<file path="src/rtl/rvfpm_result_buffer_pkg.sv">
// Shared types for the rvfpm result buffer: the buffered entry layout and
// the decoded state of the buffer head.
`timescale 1ns/1ps
package in_xif;

  localparam int RB_FFLAGS_W = 5;
  localparam int RB_RD_W     = 5;
  // Entry field widths; the buffer's X_ID_WIDTH/XLEN parameters default to these.
  localparam int RB_ID_W     = 4;
  localparam int RB_XLEN     = 32;

  typedef struct packed {
    logic [RB_ID_W-1:0]     id;
    logic [RB_XLEN-1:0]     data;
    logic [RB_RD_W-1:0]     rd;
    logic                   we;
    logic [RB_FFLAGS_W-1:0] fflags;
    logic                   committed;
    logic                   killed;
  } rb_entry_t;

  typedef enum logic [1:0] {
    HEAD_EMPTY,
    HEAD_WAIT,
    HEAD_EMIT,
    HEAD_DROP
  } head_state_t;

endpackage

</file>
<file path="src/rtl/rvfpm_result_buffer_commit_table.sv">
// Per-id {seen, kill} flags for commits that arrive before their FPU result.
// Set port is the commit strobe; the push port reads the slot and clears it.
`timescale 1ns/1ps
module rvfpm_commit_table #(
  parameter int X_ID_WIDTH = 4
) (
  input  logic                  ck,
  input  logic                  rst,
  input  logic                  set_valid,
  input  logic [X_ID_WIDTH-1:0] set_id,
  input  logic                  set_kill,
  input  logic                  clr_valid,
  input  logic [X_ID_WIDTH-1:0] clr_id,
  output logic                  clr_seen,
  output logic                  clr_kill
);

  localparam int SLOTS = 1 << X_ID_WIDTH;

  logic [SLOTS-1:0] seen;
  logic [SLOTS-1:0] kill;

  assign clr_seen = seen[clr_id];
  assign clr_kill = kill[clr_id];

  // Record early commits once per id (repeats are ignored); a push consumes the slot
  always_ff @(posedge ck or negedge rst) begin
    if (!rst) begin
      seen <= '0;
      kill <= '0;
    end else begin
      if (set_valid && !seen[set_id]) begin
        seen[set_id] <= 1'b1;
        kill[set_id] <= set_kill;
      end
      if (clr_valid) begin
        seen[clr_id] <= 1'b0;
        kill[clr_id] <= 1'b0;
      end
    end
  end

endmodule

</file>
<file path="src/rtl/rvfpm_result_buffer.sv">
// Result buffer between the rvfpm writeback and the XIF result interface.
// Results leave in completion order; the head waits for its commit, emits
// when committed and is dropped silently when killed.
`timescale 1ns/1ps
module rvfpm_result_buffer
  import in_xif::*;
#(
  parameter int X_ID_WIDTH = RB_ID_W,
  parameter int XLEN       = RB_XLEN,
  parameter int DEPTH      = 4
) (
  input  logic                   ck,
  input  logic                   rst,
  input  logic                   fpu_res_valid,
  output logic                   fpu_res_ready,
  input  logic [X_ID_WIDTH-1:0]  fpu_res_id,
  input  logic [XLEN-1:0]        fpu_res_data,
  input  logic [RB_RD_W-1:0]     fpu_res_rd,
  input  logic                   fpu_res_we,
  input  logic [RB_FFLAGS_W-1:0] fpu_res_fflags,
  input  logic                   commit_valid,
  input  logic [X_ID_WIDTH-1:0]  commit_id,
  input  logic                   commit_kill,
  output logic                   result_valid,
  input  logic                   result_ready,
  output logic [X_ID_WIDTH-1:0]  result_id,
  output logic [XLEN-1:0]        result_data,
  output logic [RB_RD_W-1:0]     result_rd,
  output logic                   result_we,
  output logic [RB_FFLAGS_W-1:0] result_fflags
);

  localparam int PTR_W = $clog2(DEPTH);

  rb_entry_t        mem [DEPTH];
  rb_entry_t        head;
  rb_entry_t        new_entry;
  head_state_t      head_state;
  logic [PTR_W-1:0] wr_ptr;
  logic [PTR_W-1:0] rd_ptr;
  logic [PTR_W:0]   count;
  logic             full;
  logic             push;
  logic             pop;
  logic             emit;
  logic             commit_new;
  logic             tbl_set;
  logic             tbl_seen;
  logic             tbl_kill;
  logic [DEPTH-1:0] in_buf;
  logic [DEPTH-1:0] buf_hit;

  assign full          = (count == (PTR_W+1)'(DEPTH));
  assign fpu_res_ready = !full;
  assign push          = fpu_res_valid && !full;
  assign head          = mem[rd_ptr];

  // A commit whose id is pushed in the same cycle belongs to the new entry
  assign commit_new = commit_valid && push && (commit_id == fpu_res_id);

  // Decode which slots are occupied and which buffered entry a commit targets
  always_comb begin
    in_buf  = '0;
    buf_hit = '0;
    for (int i = 0; i < DEPTH; i++) begin
      in_buf[i]  = ({1'b0, PTR_W'(i) - rd_ptr} < count);
      buf_hit[i] = commit_valid && !commit_new && in_buf[i] && (mem[i].id == commit_id);
    end
  end

  // Commits for ids not yet buffered are parked in the commit table
  assign tbl_set = commit_valid && !commit_new && !(|buf_hit);

  rvfpm_commit_table #(
    .X_ID_WIDTH (X_ID_WIDTH)
  ) u_commit_table (
    .ck        (ck),
    .rst       (rst),
    .set_valid (tbl_set),
    .set_id    (commit_id),
    .set_kill  (commit_kill),
    .clr_valid (push),
    .clr_id    (fpu_res_id),
    .clr_seen  (tbl_seen),
    .clr_kill  (tbl_kill)
  );

  // Build the pushed entry; a parked commit wins over a same-cycle one (idempotence)
  always_comb begin
    new_entry           = '0;
    new_entry.id        = fpu_res_id;
    new_entry.data      = fpu_res_data;
    new_entry.rd        = fpu_res_rd;
    new_entry.we        = fpu_res_we;
    new_entry.fflags    = fpu_res_fflags;
    new_entry.committed = tbl_seen ? !tbl_kill : (commit_new && !commit_kill);
    new_entry.killed    = tbl_seen ?  tbl_kill : (commit_new &&  commit_kill);
  end

  // Head decode: kill beats commit, and a committed entry ignores later kills
  always_comb begin
    head_state = HEAD_EMPTY;
    if (count != '0) begin
      if (head.killed)         head_state = HEAD_DROP;
      else if (head.committed) head_state = HEAD_EMIT;
      else                     head_state = HEAD_WAIT;
    end
  end

  assign emit = (head_state == HEAD_EMIT);
  assign pop  = (emit && result_ready) || (head_state == HEAD_DROP);

  // Write pushed results and fold commits into entries that are still undecided
  always_ff @(posedge ck) begin
    if (push) begin
      mem[wr_ptr] <= new_entry;
    end
    for (int i = 0; i < DEPTH; i++) begin
      if (buf_hit[i] && !mem[i].committed && !mem[i].killed) begin
        mem[i].committed <= !commit_kill;
        mem[i].killed    <= commit_kill;
      end
    end
  end

  // Pointer and occupancy bookkeeping; push and pop together leave count unchanged
  always_ff @(posedge ck or negedge rst) begin
    if (!rst) begin
      wr_ptr <= '0;
      rd_ptr <= '0;
      count  <= '0;
    end else begin
      if (push) wr_ptr <= wr_ptr + 1'b1;
      if (pop)  rd_ptr <= rd_ptr + 1'b1;
      case ({push, pop})
        2'b10:   count <= count + 1'b1;
        2'b01:   count <= count - 1'b1;
        default: count <= count;
      endcase
    end
  end

  // Result fields are zero unless the head is being presented
  always_comb begin
    result_valid  = emit;
    result_id     = emit ? head.id     : '0;
    result_data   = emit ? head.data   : '0;
    result_rd     = emit ? head.rd     : '0;
    result_we     = emit ? head.we     : 1'b0;
    result_fflags = emit ? head.fflags : '0;
  end

endmodule
</file>
<file path="config.mk">
export PLATFORM = sky130hd
export DESIGN_NAME = rvfpm_result_buffer
export DESIGN_NICKNAME = d
export VERILOG_FILES = /design/src/rtl/rvfpm_result_buffer_pkg.sv /design/src/rtl/rvfpm_result_buffer_commit_table.sv /design/src/rtl/rvfpm_result_buffer.sv
export SDC_FILE = /design/constraint.sdc
export NUM_CORES = 1
export LEC_CHECK = 0
export CAP_MARGIN = 20
export CORE_MARGIN = 5
export CORE_UTILIZATION = 51
export DETAILED_ROUTE_END_ITERATION = 8
export HOLD_SLACK_MARGIN = 0.02
export PLACE_DENSITY = 0.76
export SLEW_MARGIN = 15
export SYNTH_ARGS = -nofsm -noshare
export SYNTH_HDL_FRONTEND = slang
export SYNTH_SLANG_ARGS = --single-unit
</file>
<file path="constraint.sdc">
create_clock -name ck -period 2.6 [get_ports ck]
set_input_delay 0.52 -clock ck [delete_from_list [all_inputs] [get_ports ck]]
set_output_delay 0.52 -clock ck [all_outputs]
set_load 0.02 [all_outputs]
</file>
==> run summary <==
Mapped Area = 10400 sq um
DRT antenna net count = 0
1st-iter DRT viols = 422
Antenna diodes = 0
core area = 20200 sq um
DP Wirelength = 15700 um
proportion of synthesized area in mux cells = 15.4%
width of the die = 153 um
Synth Area in XOR/XNOR = 2.28%
synth unique cells = 45
count of max-cap constraint violations = 0
post-route cell area = 13500 sq um
number of synthesized register bits = 235
syn_nets = 686
Placed Area = 12300 sq um
Starting Density = 51.5%
routed metal-1 wirelength = 10000 um
Worst EP required = 2.08 ns
clock power share = 22.7%
HP Class = register to register
Clock Latency Late Sink = 0.53 ns
Pre-Repair DR Iteration Count = 5
final setup fails = 48
Synth area leaders = edfxtp_1, mux4_2, dfrtp_1
CTS Buf Count = 25
die area = 23300 sq um
Synth Area in Simple Gates = 9.44%
Syn. warnings = 0
Logic pwr share = 42.3%
Setup Skew = 0.0157 ns
critical path class = register to output pin
GPL Wtd Cong = 0.914
Max Slew Vio Count = 0
register area share after synthesis = 66.0%
Synth Area in Compound Gates = 3.06%
met2 wire len = 12800 um
RSZ-0062 raised after global routing = yes
relative slew slack = 58.9%
P_leak = 4.92 nW
H-tree lvl count = 1
setup ws final = -0.221 ns
critical path's slowest cell = mux4_2
antenna violations before repair = 0
Placement Setup Slack = -0.360 ns
Post-synth EDFFs = 196
min Tclk post-route = 2.82 ns
Switching Fraction = 32.6%
# port buffers = 105
share of the synthesized area in the top cell type = 56.6%
vias in the first global route = 6489
Clock Sinks = 235
Max stage delay on crit path = 0.55 ns
switching power total = 5.10 mW
share of cells above drive strength 1 = 34.1%
Syn Inst Count = 619
Synth Flop Type = edfxtp_1
cell taking the most area after synthesis = edfxtp_1
via/cell ratio = 5.92
Tcrit/Tclk final = 109%
pwr dens = 1160 nW/um^2
crit path capture type = output pin
# DRC = 0
Buf+Inv Stages, Crit Path = 3
first-pass GRT wire length = 37000 um
TritonCTS clock tree = yes
Rows = 52
worst vdd ir = 0.601 mV
most frequent cells in the layout = edfxtp_1, mux4_2, clkdlybuf4s50_1, buf_6, buf_4
largest net degree at the start of global routing = 30
clock tree buffer depth = 3
crit path DAT = 2.30 ns
most common cell after layout, fill and taps aside = edfxtp_1
crit path cell chain = mux4_2 -> nor2_4 -> buf_12 -> clkbuf_16 -> and3_4 -> buf_6
DR vias = 6336
adder-cell share of the synthesized area = 1.28%
IO Count = 106
DR top layer = met4
area delta synth->final = 29.7%
Flop pwr share = 35.0%
Overflow after GRT = 0
die height = 153 um
total power = 15.7 mW
WHS = 0.535 ns
Synth async-reset ratio = 16.6%
Nets = 849
CTS Root Cell = clkbuf_16
Critical Path Start Type = register
wire per inst = 23.3 um
final hold violations = 0
CP max FO = 7
Final TNS setup = -9.34 ns
worst-margin pin slew = 0.617 ns
internal power = 10.6 mW
failing checks = negative setup slack
Tot GR Track Use = 19.9%
Post-Route WL = 24900 um
crit-path leading delay family = multiplexers
Clock transition at path regs = 0.06 ns
met3 WL = 1550 um
achievable frequency = 354 MHz
Synth Area per Inst = 16.8 sq um
status = finished, violations left
main combinational cell family by area after synthesis = multiplexers
==> power by group through the flow <==
stage          registers (mW)  clock network [mW]  logic [mW]
6_report                 5.48                3.55        6.62
5_1_grt                  5.54                3.78        7.01
4_1_cts                  5.47                3.59        5.66
3_5_place_dp             5.52                   0        5.69
3_3_place_gp             5.47                   0        5.59
2_1_floorplan            5.34                   0        3.46
==> synthesized netlist by cell type (6+ instances only) <==
| master | number |
|---|---|
| nor4_1 | 8 |
| xor2_1 | 19 |
| xnor2_1 | 8 |
| nor3_2 | 11 |
| nand3_1 | 12 |
| mux2i_1 | 16 |
| dfrtp_1 | 39 |
| inv_1 | 15 |
| edfxtp_1 | 196 |
| a22o_1 | 6 |
| o21a_1 | 16 |
| ha_1 | 9 |
| mux4_2 | 57 |
| nor3_1 | 8 |
| o21ai_0 | 6 |
| nor2_1 | 7 |
| buf_2 | 7 |
| mux4_1 | 6 |
| and3_1 | 47 |
| nand4_1 | 9 |
| clkbuf_1 | 19 |
| nand2_1 | 45 |
==> worst register-to-register path, stage by stage (launching register included) <==
cell	delay, ns
dfrtp_4	0.50
buf_6	0.17
xnor2_2	0.17
inv_1	0.07
ha_1	0.27
a21oi_1	0.06
o21ai_1	0.22
nand4_1	0.16
buf_4	0.21
buf_12	0.16
nor3_2	0.22
mux2i_1	0.24
==> layout make-up <==
cell class                 count  area (sq um)
fill                        1344          6690
clock inverter                17           168
timing repair buffer         175          1920
tap                          270           338
sequential                   235          6870
clock buffer                  28           657
multi-input combinational    329          3470
inverter                      16          68.8
==> final timing paths <==
check | cells past startpoint | endpoint | startpoint | slack [ns]
max reg2reg | 11 | u_commit_table.kill[6]$_DFF_PN0_ | rd_ptr[0]$_DFFE_PN0P_ | 0.07
max | 6 | result_fflags[2] | rd_ptr[0]$_DFFE_PN0P_ | -0.22
min | 2 | u_commit_table.kill[14]$_DFF_PN0_ | u_commit_table.kill[14]$_DFF_PN0_ | 0.53
max in group asynchronous | 3 | u_commit_table.seen[8]$_DFF_PN0_ | rst | 1.38
min reg2reg | 2 | u_commit_table.kill[14]$_DFF_PN0_ | u_commit_table.kill[14]$_DFF_PN0_ | 0.53
min in group asynchronous | 2 | u_commit_table.kill[5]$_DFF_PN0_ | rst | 0.54
==> flip-flops by register name (all words and copies together) (netlist names) <==
name                 cells
u_commit_table.kill     16
rd_ptr                   2
u_commit_table.seen     16
wr_ptr                   2
mem                    196
count                    3
==> stage by stage <==
stage / utilization, % / instances
global placement: 60.8 / 1018
CTS: 64.9 / 1064
global route: 66.9 / 1070
floorplan: - / 619
finish: 66.9 / 1070
detailed placement: 60.8 / 1018
==> cells by family (layout without fill, tap and decap cells) <==
group | after synthesis | in the layout
DFF | 235 | 235
and+or+nand+nor | 170 | 170
muxes | 79 | 79
buffers and inverters | 55 | 236
AOI/OAI and AO/OA | 43 | 43
xor gates and xnor gates | 27 | 27
adders and majority gates | 10 | 10
==> routing by layer <==
metal	up-vias	GRT usage (%)
li1	2775	-
met1	3266	27.2
met2	251	34.1
met3	44	3.15
met4	0	4.62
met5	-	0
==> what timing repair did <==
action | 4_1_cts | 5_1_grt
hold buffers | 1 | 0
buffers inserted | 0 | 2
cloned | 0 | 4
resized for setup | 208 | 126
setup endpoints to repair | 66 | 66
pin swaps | 0 | 1
hold endpoints to repair | 21 | 0
Note: power is estimated with default switching activity, not from simulation.
